`config.mk`:
```
export PLATFORM = sky130hd
export DESIGN_NAME = mem_access_stage
export DESIGN_NICKNAME = d
export VERILOG_FILES = /design/src/rtl/mem_access_stage_pkg.sv /design/src/rtl/mem_access_stage_req_ctrl.sv /design/src/rtl/mem_access_stage.sv
export SDC_FILE = /design/constraint.sdc
export NUM_CORES = 1
export LEC_CHECK = 0
export ABC_AREA = 0
export CAP_MARGIN = 5
export CORE_MARGIN = 1
export CORE_UTILIZATION = 43
export DETAILED_ROUTE_END_ITERATION = 7
export PLACE_DENSITY_LB_ADDON = 0.05
export SETUP_SLACK_MARGIN = 0.15
export SLEW_MARGIN = 20
export SYNTH_ARGS = -nofsm -noshare
export SYNTH_HDL_FRONTEND = slang
export SYNTH_HIERARCHICAL = 1
export SYNTH_SLANG_ARGS = --single-unit
```
`constraint.sdc`:
```
create_clock -name clk -period 3.22 [get_ports clk]
set_input_delay 0.322 -clock clk [delete_from_list [all_inputs] [get_ports clk]]
set_output_delay 0.322 -clock clk [all_outputs]
set_load 0.01 [all_outputs]
```
`src/rtl/mem_access_stage_pkg.sv`:
```
// Shared definitions for the memory-access pipeline stage: bus widths,
// access-controller state encodings, EXE_to_MEM field positions and the
// byte-enable helper used for both store strobes and the WB bus.
package mem_access_stage_pkg;

    localparam int EXE_TO_MEM_BUS_WD = 105;
    localparam int MEM_TO_WB_BUS_WD  = 108;
    localparam int MEM_TO_ID_BUS_WD  = 38;

    localparam logic [1:0] ST_IDLE = 2'd0;
    localparam logic [1:0] ST_REQ  = 2'd1;
    localparam logic [1:0] ST_WAIT = 2'd2;
    localparam logic [1:0] ST_DONE = 2'd3;

    typedef enum logic [1:0] {
        S_IDLE = ST_IDLE,
        S_REQ  = ST_REQ,
        S_WAIT = ST_WAIT,
        S_DONE = ST_DONE
    } mem_state_e;

    // EXE_to_MEM_bus field positions (LSB of each field)
    localparam int E_RF_W_EN     = 104;
    localparam int E_IS_LOAD     = 103;
    localparam int E_IS_STORE    = 102;
    localparam int E_BYTE_OP     = 101;
    localparam int E_RF_W_ADDR   = 96;
    localparam int E_ALU_RESULT  = 64;
    localparam int E_STORE_DATA  = 32;
    localparam int E_INST_PC     = 0;

    // Byte accesses select one lane from the low address bits; word
    // accesses always use all four lanes.
    function automatic logic [3:0] calc_b_en(input logic byte_op, input logic [1:0] offset);
        return byte_op ? (4'b0001 << offset) : 4'b1111;
    endfunction

endpackage

```
`src/rtl/mem_access_stage_req_ctrl.sv`:
```
// mem_req_ctrl: data-RAM access controller for the memory stage.
// Owns the IDLE/REQ/WAIT/DONE state, the request line and the load-data
// register. The instruction's stage exit is signalled in via 'leave'.
// Handshake: data_ram_req stays high with stable fields until gnt; a load's
// rdata is taken on the first rvalid seen in WAIT (earliest the cycle after
// gnt); gnt outside a request and rvalid outside WAIT are ignored.
module mem_req_ctrl
    import mem_access_stage_pkg::*;
(
    input  logic        clk,
    input  logic        reset,
    input  logic        valid,
    input  logic        is_load,
    input  logic        is_store,
    input  logic        leave,
    input  logic        gnt,
    input  logic        rvalid,
    input  logic [31:0] rdata,
    output logic        req,
    output logic        access_done,
    output logic [31:0] r_data,
    output mem_state_e  state
);

    logic        mem_op;
    logic [31:0] r_data_q;

    // Request, completion and read-data view derived from the current state
    always_comb begin
        mem_op      = valid & (is_load | is_store);
        req         = mem_op & ((state == S_IDLE) | (state == S_REQ));
        access_done = (req & gnt & is_store) | ((state == S_WAIT) & rvalid);
        r_data      = 32'b0;
        if (is_load) begin
            // Pass the response straight through in its arrival cycle so a
            // load with an open WB slot costs no extra cycle.
            r_data = (state == S_WAIT) ? rdata : r_data_q;
        end
    end

    // Access FSM and load-data register
    always_ff @(posedge clk or negedge reset) begin
        if (!reset) begin
            state    <= S_IDLE;
            r_data_q <= 32'b0;
        end else begin
            if ((state == S_WAIT) && rvalid) begin
                r_data_q <= rdata;
            end
            if (leave) begin
                // A newly accepted memory op re-requests straight from IDLE.
                state <= S_IDLE;
            end else begin
                case (state)
                    S_IDLE, S_REQ: begin
                        if (mem_op) begin
                            if (gnt) begin
                                state <= is_store ? S_DONE : S_WAIT;
                            end else begin
                                state <= S_REQ;
                            end
                        end
                    end
                    S_WAIT: begin
                        if (rvalid) begin
                            state <= S_DONE;
                        end
                    end
                    default: begin
                        state <= state;
                    end
                endcase
            end
        end
    end

endmodule

```
`src/rtl/mem_access_stage.sv`:
```
// mem_access_stage: pipeline stage ahead of write-back. Holds one
// instruction from EXE, performs its data-RAM access through mem_req_ctrl
// and presents the MEM_to_WB bus.
// Pipeline handshake: a bus moves when its valid and the receiver's
// allow_in are both high at a rising clock edge.
// Optional: define MEM_FWD_EN to build the MEM_to_ID forwarding port.
module mem_access_stage
    import mem_access_stage_pkg::*;
(
    input  logic                         clk,
    input  logic                         reset,
    input  logic [EXE_TO_MEM_BUS_WD-1:0] EXE_to_MEM_bus,
    input  logic                         EXE_to_MEM_valid,
    output logic                         MEM_allow_in,
    output logic [MEM_TO_WB_BUS_WD-1:0]  MEM_to_WB_bus,
    output logic                         MEM_to_WB_valid,
    input  logic                         WB_allow_in,
    output logic                         data_ram_req,
    output logic                         data_ram_we,
    output logic [3:0]                   data_ram_wstrb,
    output logic [31:0]                  data_ram_addr,
    output logic [31:0]                  data_ram_wdata,
    input  logic                         data_ram_gnt,
    input  logic                         data_ram_rvalid,
    input  logic [31:0]                  data_ram_rdata
`ifdef MEM_FWD_EN
    ,
    output logic [MEM_TO_ID_BUS_WD-1:0]  MEM_to_ID_bus
`endif
);

    logic                         mem_valid;
    logic [EXE_TO_MEM_BUS_WD-1:0] bus_q;
    logic                         rf_w_en;
    logic                         is_load;
    logic                         is_store;
    logic                         byte_op;
    logic [4:0]                   rf_w_addr;
    logic [31:0]                  alu_result;
    logic [31:0]                  store_data;
    logic [31:0]                  inst_pc;
    logic [3:0]                   b_en;
    logic                         ready_go;
    logic                         leave;
    logic                         access_done;
    logic                         req;
    logic [31:0]                  r_data;
    mem_state_e                   ctrl_state;

    assign rf_w_en    = bus_q[E_RF_W_EN];
    assign is_load    = bus_q[E_IS_LOAD];
    assign is_store   = bus_q[E_IS_STORE];
    assign byte_op    = bus_q[E_BYTE_OP];
    assign rf_w_addr  = bus_q[E_RF_W_ADDR +: 5];
    assign alu_result = bus_q[E_ALU_RESULT +: 32];
    assign store_data = bus_q[E_STORE_DATA +: 32];
    assign inst_pc    = bus_q[E_INST_PC +: 32];

    // Stage handshake: non-memory ops are ready at once, memory ops once
    // their access completes (this cycle or an earlier one).
    always_comb begin
        ready_go        = ~(is_load | is_store) | (ctrl_state == S_DONE) | access_done;
        MEM_to_WB_valid = mem_valid & ready_go;
        MEM_allow_in    = ~mem_valid | (ready_go & WB_allow_in);
        leave           = mem_valid & ready_go & WB_allow_in;
    end

    // Stage register: valid follows upstream whenever the slot opens
    always_ff @(posedge clk or negedge reset) begin
        if (!reset) begin
            mem_valid <= 1'b0;
            bus_q     <= '0;
        end else if (MEM_allow_in) begin
            mem_valid <= EXE_to_MEM_valid;
            if (EXE_to_MEM_valid) begin
                bus_q <= EXE_to_MEM_bus;
            end
        end
    end

    mem_req_ctrl u_req_ctrl (
        .clk         (clk),
        .reset       (reset),
        .valid       (mem_valid),
        .is_load     (is_load),
        .is_store    (is_store),
        .leave       (leave),
        .gnt         (data_ram_gnt),
        .rvalid      (data_ram_rvalid),
        .rdata       (data_ram_rdata),
        .req         (req),
        .access_done (access_done),
        .r_data      (r_data),
        .state       (ctrl_state)
    );

    // RAM request fields and WB bus packing
    always_comb begin
        b_en           = calc_b_en(byte_op, alu_result[1:0]);
        data_ram_req   = req;
        data_ram_we    = is_store;
        data_ram_wstrb = is_store ? b_en : 4'b0000;
        data_ram_addr  = {alu_result[31:2], 2'b00};
        data_ram_wdata = byte_op ? {4{store_data[7:0]}} : store_data;
        MEM_to_WB_bus  = {rf_w_en, is_load, byte_op, b_en, r_data,
                          rf_w_addr, alu_result, inst_pc};
    end

`ifdef MEM_FWD_EN
    // Loads are excluded: their result is not known until write-back.
    always_comb begin
        MEM_to_ID_bus = {mem_valid & rf_w_en & ~is_load, rf_w_addr, alu_result};
    end
`endif

endmodule

```
======== Word-level counts from Yosys, hierarchy flattened ========
Index checks and enable logic that the tools add are counted.
cells by class
  equal/unequal tests ..................... 5
  shift-type cells ........................ 1
  multiplexer cells ....................... 11
  bitwise gates (word level) .............. 16
  reductions and logical operators ........ 6
operators with widths
  cell                                                   number
  2-to-1 mux 32 bit                                      3
  bitwise AND 1 bit                                      8
  2-to-1 mux 2 bit                                       4
  2-to-1 mux 4 bit                                       2
  bitwise OR 1 bit                                       6
  == test 2 bit, second input constant                   2
  one-hot mux 2 bit (2 select lines)                     1
  << shifter 1 x 2 -> 4 bit, first input constant        1
  inequality test 3 x 2 -> 1 bit, second input constant  1
  inequality test 3 bit, second input constant           1
  AND reduction 3 bit                                    1
  nonzero test 3 bit                                     1
  == test 2 x 1 -> 1 bit, second input constant          1
  logical NOT 2 bit                                      1
  NOT 1 bit                                              2
  AND reduction 2 bit                                    1
  OR reduction 2 bit                                     1
  logical AND 1 bit                                      1
  2-to-1 mux 1 bit                                       1
word-level totals
  flip-flop bits (word level) ............. 140
  bits of input ports ..................... 143

======== Logic depth before layout (Yosys ltp) ========
Gate-level depths: netlist (run 1).
  depth after elaboration ................. 11
  gate-level depth with buffers ........... 10
  gate-level depth less buffers ........... 8

======== Cells and area by module ========
Netlist (run 1), hierarchy kept.
by module, submodules not included
  module            instances  cells an instance  area an instance (µm²)
  mem_access_stage  1          416                5371.4
  mem_req_ctrl      1          191                1980.6

======== Least setup slack after synthesis (run 1) ========
Ideal clock, no wire load.
  path type ............................... reg-to-reg
  start ................................... reg u_req_ctrl.state[1]
  end ..................................... reg u_req_ctrl.state[0]
  setup time .............................. 0.104 ns
  data arrival time ....................... 2.250 ns
  data required time ...................... 3.116 ns
  slack ................................... 0.866 ns
  stages on the path, launching flop included .. 11
  path buffers ............................ 2
  period minus slack after synthesis ...... 2.354 ns
  cells stage by stage .................... dfrtp_1 -> nor2b_2 -> buf_4 -> nand2_4 -> buf_6 -> nand2_1 -> a21o_1 -> or2_2 -> and3_1 -> or4_1 -> o311ai_1
between the ends
  cells in the longest elaborated chain, start to end .. 11
RTL lines
  what                                                                    line                             source
  from (decl)                                                             mem_access_stage_req_ctrl.sv:22  output mem_state_e state
  from (signal assigned)                                                  mem_access_stage_req_ctrl.sv:58  state <= is_store ? S_DONE : S_WAIT;
  from (signal assigned)                                                  mem_access_stage_req_ctrl.sv:70  state <= state;
  == test 2 x 1 -> 1 bit / logical NOT 2 bit (equally long branches)      mem_access_stage_req_ctrl.sv:31  req = mem_op & ((state == S_IDLE) | (state == S_REQ));
  bitwise OR 1 bit                                                        mem_access_stage_req_ctrl.sv:31
  bitwise AND 1 bit                                                       mem_access_stage_req_ctrl.sv:31
  bitwise AND 1 bit (2 in series)                                         mem_access_stage_req_ctrl.sv:32  access_done = (req & gnt & is_store) | ((state == S_WAIT) & rvalid);
  bitwise OR 1 bit *                                                      mem_access_stage_req_ctrl.sv:32
  net access_done                                                         mem_access_stage.sv:45           logic access_done;
  bitwise OR 1 bit *                                                      mem_access_stage.sv:62           ready_go = ~(is_load | is_store) | (ctrl_state == S_DONE) | access_done;
  bitwise AND 1 bit * (2 in series)                                       mem_access_stage.sv:65           leave = mem_valid & ready_go & WB_allow_in;
  net leave                                                               mem_access_stage.sv:44           logic leave;
  inequality test 3 x 2 -> 1 bit (no line), or another cell as far along  n/a
  AND reduction 3 bit (no line)                                           n/a
The timed path passes the listed nets; every way through them passes the cells marked *.
A chain may end at the register's enable or synchronous reset.

======== Worst setup path in the final report (run 1) ========
  start ................................... reg u_req_ctrl.state[0]
  end ..................................... out MEM_to_WB_bus[90]
between the ends
  cells in the longest elaborated chain, start to end .. 3
RTL lines
  what               line                             source
  == test 2 bit      mem_access_stage_req_ctrl.sv:37  r_data = (state == S_WAIT) ? rdata : r_data_q;
  2-to-1 mux 32 bit  mem_access_stage_req_ctrl.sv:37
  2-to-1 mux 32 bit  mem_access_stage_req_ctrl.sv:34  if (is_load) begin
  to (decl)          mem_access_stage.sv:15           output logic [MEM_TO_WB_BUS_WD-1:0] MEM_to_WB_bus,
No other way between the ends.

==> results of run 1 <==
[Yosys cell counts (all sizes together) (2+ instances only)]
master / instances
o21ai: 30
clkbuf: 7
buf: 133
mux2: 137
nor2: 3
a21boi: 32
and2: 5
nor2b: 2
nand2: 75
inv: 29
dfrtp: 140
nand2b: 2
a21o: 2
[power breakdown]
| group | switching [mW] | leakage, nW | internal [mW] |
|---|---|---|---|
| combinational | 2.39 | 2.77 | 3.83 |
| clock | 0.770 | 0.276 | 1.22 |
| sequential | 0.693 | 1.65 | 2.67 |
[repair_timing]
action | CTS | global route
resized for setup | 0 | 1
endpoints found under the setup margin | 0 | 1
hold buffers | 1 | 0
hold endpoints to repair | 73 | 0
[sequential cells by signal (all words and copies together), names as in the netlist]
register,count
u_req_ctrl/state,2
mem_valid,1
bus_q,105
u_req_ctrl/r_data_q,32
[placed cells by master (no fill, tap or decap), types with 5 or more instances in the layout]
master,count
clkdlybuf4s50_1,319
dfrtp_1,140
mux2_4,79
nand2_1,74
mux2_2,58
a21boi_0,32
o21ai_0,29
inv_1,28
clkbuf_16,17
buf_4,6
and2_1,5
clkinvlp_4,5
[area by class of cell]
class	instances	area share [%]
Timing Repair Buffer	330	31.6
Clock buffer	19	4.12
Sequential cell	140	33.3
Multi-Input combinational cell	299	25.7
Inverter	29	1.04
Clock inverter	13	1.60
Tap cell	220	2.62
[worst register-to-register path: cells and delay by family, from the launching register on]
family	cells	cell delay (ns)
DFF	1	0.54
and+or+nand+nor	5	1.34
AOI/OAI and AO/OA	2	0.33
[per-stage QoR]
| step | util (%) | cell area, um2 | cells |
|---|---|---|---|
| 3_5_place_dp | 59.4 | 9890 | 1017 |
| 5_1_grt | 63.1 | 10500 | 1050 |
| 3_3_place_gp | 59.4 | 9890 | 1017 |
| 6_report | 63.1 | 10500 | 1050 |
| 2_1_floorplan | - | 7360 | 608 |
| 4_1_cts | 63.1 | 10500 | 1050 |
[worst min path at each step]
stage / cells past startpoint / from / slack (ns) / end
3_3_place_gp: 1 / reset / 0.39 / u_req_ctrl/r_data_q[20]$_DFFE_PN0P_
4_1_cts: 2 / EXE_to_MEM_bus[101] / 0.50 / bus_q[101]$_DFFE_PN0P_
5_1_grt: 2 / EXE_to_MEM_bus[77] / 0.51 / bus_q[77]$_DFFE_PN0P_
6_report: 1 / bus_q[104]$_DFFE_PN0P_ / 0.50 / bus_q[104]$_DFFE_PN0P_
3_5_place_dp: 1 / reset / 0.39 / u_req_ctrl/r_data_q[9]$_DFFE_PN0P_
2_1_floorplan: 0 / reset / 0.03 / bus_q[0]$_DFFE_PN0P_
[cells by family after synthesis]
logic type	after synthesis	synth area share, %
other	1	0.0510
and+or+nand+nor	92	5.34
AOI/OAI and AO/OA	68	6.21
DFF	140	47.7
buffers and inverters	169	15.7
muxes	137	25.0
[metal layers]
layer,up-vias,track usage [%]
li1,2319,-
met1,2437,25.4
met2,191,36.2
met3,18,7.78
met4,2,6.96
met5,-,0
==> flow_summary_export.csv, run 1 <==
group,metric,value,unit
status,outcome,"finished clean",
detailed_routing,dr.pass1.iters,4,
worst_setup_path,required,2.90,ns
timing,fmaxAchievable,356,MHz
timing,setup_tns,0,ns
timing,skew,0.00840,ns
worst_setup_path,startpoint_type,"flop",
die,num_io_pins,323,
synthesis,synth_area_per_cell,12.1,um2
worst_setup_path,slowest_stage,"clkdlybuf4s50_1",
synthesis,synth_area,0.00735,mm2
die,die_area,0.0176,mm2
worst_setup_path,cp.depth,5,
synthesis,ys.warnings.count,6,
clock_network,htreeDepth,4,
clock_network,numCtsBuffers,17,
clock_network,clockBufferDepth,2,
placed_design,dpl.hpwl,13300,um
synthesis,syn_inst,607,
detailed_routing,drtIter0Drc,132,
placed_design,pre_cts_slack,0.766,ns
placed_design,gp_routability_congestion,0.833,
timing,post-route-period-util,87.3,%
worst_setup_path,endpoint_kind,"output port",
die,die_h,133,um
detailed_routing,wl_met1,7490,um
placed_design,port_buffers,320,
power,finalPower,11.6,mW
timing,slew_headroom,48.6,%
detailed_routing,vias,4967,
synthesis,synth_area_leader_cell,"dfrtp_1",
flow_run,drv_cap,0,
worst_setup_path,cp_top_family,"buffers and inverters",
worst_setup_path,path_max_fanout,24,
synthesis,yosysUniqueCellTypes,32,
worst_setup_path,worst_ep_arrival_time,2.49,ns
timing,min_period,2.81,ns
clock_network,cts.sinks,140,
clock_network,clkTransAtPathRegs,0.06,ns
die,rows,47,
die,die_w,133,um
detailed_routing,postRouteAntennaNets,0,
worst_setup_path,crit_type,"flop to output port",
cells_and_area,fin_nets,960,
cells_and_area,multi_input_area,0.00270,mm2
cells_and_area,final-seq-area,0.00350,mm2
global_route,grt_pass1_vias,5358,
worst_setup_path,rrSetupSlack,0.91,ns
detailed_routing,highest_layer,"met5",
worst_setup_path,startpoint,"u_req_ctrl/state[0]$_DFFE_PN0P_",
power,irDropWorstVdd,594,uV
global_route,gr-total-overflow,0,
worst_setup_path,cpPeakStageDelay,0.60,ns
global_route,grtUsageTotal,21.5,%
power,power_density,1100,mW/mm2
detailed_routing,vias_per_cell,4.73,
synthesis,synth_area_leaders,"dfrtp_1 48%, mux2_4 16%, buf_4 12%",
global_route,grt_pass1_wl,29400,um
worst_setup_path,critical_path_buf_inv_count,2,
cells_and_area,area_delta_synth_final,42.9,%
clock_network,post_cts_buffers,0,
timing,worst_slack,0.409,ns
detailed_routing,met2_length,9290,um
cells_and_area,num_antenna_cells,0,
timing,setup-violations-final,0,
synthesis,synth_edf_count,0,
die,core_area,0.0166,mm2
min_path,hp-class,"flop to flop",
detailed_routing,wl_met3,1520,um
timing,slew_violations,0,
clock_network,cts_tree,"built",
clock_network,cts-root-buf,"clkbuf_16",
worst_setup_path,reg2reg_depth,7,
timing,finalHoldViolations,0,
synthesis,ys_ff_latch,140,
detailed_routing,drc,0,
synthesis,ys_async_sr_fraction,100,%
die,initial_core_util,44.2,%
worst_setup_path,endpoint,"MEM_to_WB_bus[90]",
worst_setup_path,r2r-end,"u_req_ctrl/state[0]$_DFFE_PN0P_",
timing,rsz0062_at_grt,"false",
synthesis,yosys.area.top_type_share,47.7,%
detailed_routing,wirelength,18500,um
global_route,grt_max_degree,75,
timing,hold_slack,0.504,ns
synthesis,seq_area_frac_synth,47.7,%
synthesis,synth_flop_cell,"dfrtp_1",
cells_and_area,drive_above_1_share,22.0,%
detailed_routing,wl_per_cell,17.6,um
clock_network,clock_latency,0.41,ns
power,p_leak,4.70,nW
worst_setup_path,cp_cell_sequence,"nand2b_1 > buf_4 > nand2_1 > a21boi_0 > clkdlybuf4s50_1",
worst_setup_path,timing.rr.start,"bus_q[102]$_DFFE_PN0P_",
cells_and_area,fillers,1272,
timing,tightest_slew,0.772,ns
global_route,antenna_found_initial,1,
(Power assumes the default switching activity.)
==> run 2: changes to the inputs <==
==> constraint.sdc (replaced) <==
create_clock -name clk -period 3 [get_ports clk]
set_input_delay 0.6 -clock clk [delete_from_list [all_inputs] [get_ports clk]]
set_output_delay 0.6 -clock clk [all_outputs]
set_load 0.01 [all_outputs]
==> flow_summary_export.csv, run 2 (synthesis gave the netlist of run 1 again) <==
group,metric,value,unit
timing,slew_violations,0,
detailed_routing,vias_per_cell,4.73,
worst_setup_path,timing.rr.start,"bus_q[102]$_DFFE_PN0P_",
detailed_routing,vias,4995,
global_route,grt_max_degree,69,
detailed_routing,wirelength,18300,um
worst_setup_path,slowest_stage,"clkdlybuf4s50_1",
timing,min_period,2.77,ns
power,irDropWorstVdd,775,uV
worst_setup_path,endpoint_kind,"output port",
detailed_routing,drc,0,
clock_network,cts_tree,"built",
worst_setup_path,worst_ep_arrival_time,2.17,ns
timing,setup_tns,0,ns
clock_network,cts.sinks,140,
placed_design,placed_area,0.00998,mm2
cells_and_area,stdcell_area,0.0106,mm2
worst_setup_path,rrSetupSlack,0.82,ns
timing,post-route-period-util,92.4,%
placed_design,gp_routability_congestion,0.856,
clock_network,clock_latency,0.42,ns
global_route,grt_pass1_vias,5258,
die,die_h,133,um
timing,worst_slack,0.228,ns
worst_setup_path,cpPeakStageDelay,0.58,ns
clock_network,numCtsBuffers,17,
cells_and_area,largest-register,"bus_q",
worst_setup_path,path_max_fanout,32,
timing,tightest_slew,0.638,ns
clock_network,post_cts_buffers,0,
flow_run,drv_cap,0,
cells_and_area,largest_reg_flops,105,
die,initial_core_util,44.2,%
clock_network,htreeDepth,4,
cells_and_area,area_delta_synth_final,43.6,%
die,die_area,0.0176,mm2
worst_setup_path,r2r-end,"bus_q[22]$_DFFE_PN0P_",
global_route,grt_pass1_wl,28800,um
worst_setup_path,crit_type,"flop to output port",
cells_and_area,num_antenna_cells,0,
timing,rsz0062_at_grt,"true",
cells_and_area,reg_top3,"bus_q x105, u_req_ctrl/r_data_q x32, u_req_ctrl/state x2",
cells_and_area,fin_nets,967,
placed_design,dpl.hpwl,13400,um
min_path,hp-class,"input pin to asynchronous set/reset pin",
die,die_w,133,um
worst_setup_path,startpoint,"u_req_ctrl/state[0]$_DFFE_PN0P_",
cells_and_area,layout_common_cells,"314 x clkdlybuf4s50_1, 139 x dfrtp_1, 79 x mux2_4, 74 x nand2_1, 58 x mux2_2",
cells_and_area,layout.cells.non_filler,1057,
die,core_area,0.0166,mm2
worst_setup_path,cp_cell_sequence,"nand2b_1 > buf_6 > nand2_1 > a21boi_0 > clkdlybuf4s50_1",
worst_setup_path,reg2reg_depth,8,
global_route,grtUsageTotal,21.2,%
timing,skew,0.00922,ns
power,p_leak,4.79,nW
global_route,gr-total-overflow,0,
timing,setup-violations-final,0,
timing,fmaxAchievable,361,MHz
detailed_routing,dr.pass1.iters,4,
status,outcome,"finished clean",
clock_network,clkTransAtPathRegs,0.06,ns
die,rows,47,
cells_and_area,drive_above_1_share,23.2,%
cells_and_area,final_common_cell,"clkdlybuf4s50_1",
cells_and_area,fillers,1268,
detailed_routing,drtIter0Drc,217,
power,power_density,1170,mW/mm2
placed_design,port_buffers,320,
clock_network,clockBufferDepth,2,
die,num_io_pins,323,
detailed_routing,postRouteAntennaNets,0,
timing,slew_headroom,57.5,%
cells_and_area,utilization,63.4,%
global_route,antenna_found_initial,1,
placed_design,pre_cts_slack,0.0938,ns
timing,hold_slack,0.166,ns
placed_design,dp_cells,1025,
power,finalPower,12.3,mW
timing,finalHoldViolations,0,
clock_network,holdBufCountCts,0,
detailed_routing,wl_per_cell,17.3,um
worst_setup_path,startpoint_type,"flop",
clock_network,cts-root-buf,"clkbuf_16",
worst_setup_path,required,2.40,ns
## run 2: changes by cell type in the layout (fill, tap and decap cells not counted), moves of 2 or more
cell,change
inv_6,+4
buf_12,+2
clkbuf_1,-2
clkdlybuf4s50_1,-5
dlymetal6s2s_1,+4
bufinv_16,-3
buf_6,+2
buf_4,+4
inv_8,+3
## run 2: how the worst max path moves through the flow
stage	end	cells after the start
2_1_floorplan	u_req_ctrl/state[0]$_DFFE_PN0P_	10
3_3_place_gp	MEM_to_WB_valid	7
5_1_grt	MEM_to_WB_bus[96]	5
4_1_cts	MEM_allow_in	8
6_report	MEM_to_WB_bus[85]	5
3_5_place_dp	MEM_allow_in	8
## run 2: power breakdown
group / total [mW] / switching (mW) / leakage [nW] / internal, mW
combinational: 6.79 / 2.63 / 2.88 / 4.16
sequential: 3.55 / 0.681 / 1.65 / 2.87
clock: 1.98 / 0.889 / 0.263 / 1.09
total: 12.3 / 4.20 / 4.79 / 8.12
## run 2: worst max-delay path, delay by kind of cell, from the launching register on
| kind | cells | cell delay (ns) |
|---|---|---|
| buf+inv | 2 | 0.84 |
| flops | 1 | 0.42 |
| compound gates | 1 | 0.25 |
| simple gates | 2 | 0.23 |
## run 2: per-layer routing
layer	vias to the layer above	global-route usage, %	share of wire (%)
met2	191	36.4	51
met1	2461	24.1	38
li1	2325	-	-
met5	-	0	0.044
met3	16	8.81	9.7
met4	2	6.07	0.90
## run 2: layout make-up
class / instances / area, um2 / area share, %
flip-flops and latches: 140 / 3500 / 33.2
repair buffers: 337 / 3410 / 32.3
multi-input cells: 299 / 2700 / 25.6
clock buffers: 17 / 425 / 4.03
well taps: 220 / 275 / 2.61
clock inverters: 15 / 130 / 1.23
inverters: 29 / 109 / 1.03
## run 2: timing repair
action / in CTS / in global routing
pin swaps: 0 / 0
setup endpoints to repair: 4 / 32
gates resized for setup: 4 / 6
==> run 3: changes to the inputs <==
--- a/config.mk
+++ b/config.mk
@@ -5,7 +5,6 @@
 export SDC_FILE = /design/constraint.sdc
 export NUM_CORES = 1
 export LEC_CHECK = 0
-export ABC_AREA = 0
 export CAP_MARGIN = 5
 export CORE_MARGIN = 1
 export CORE_UTILIZATION = 43
==> results of run 3 <==
The final DEF is identical to that of run 2; final timing and power are the same.
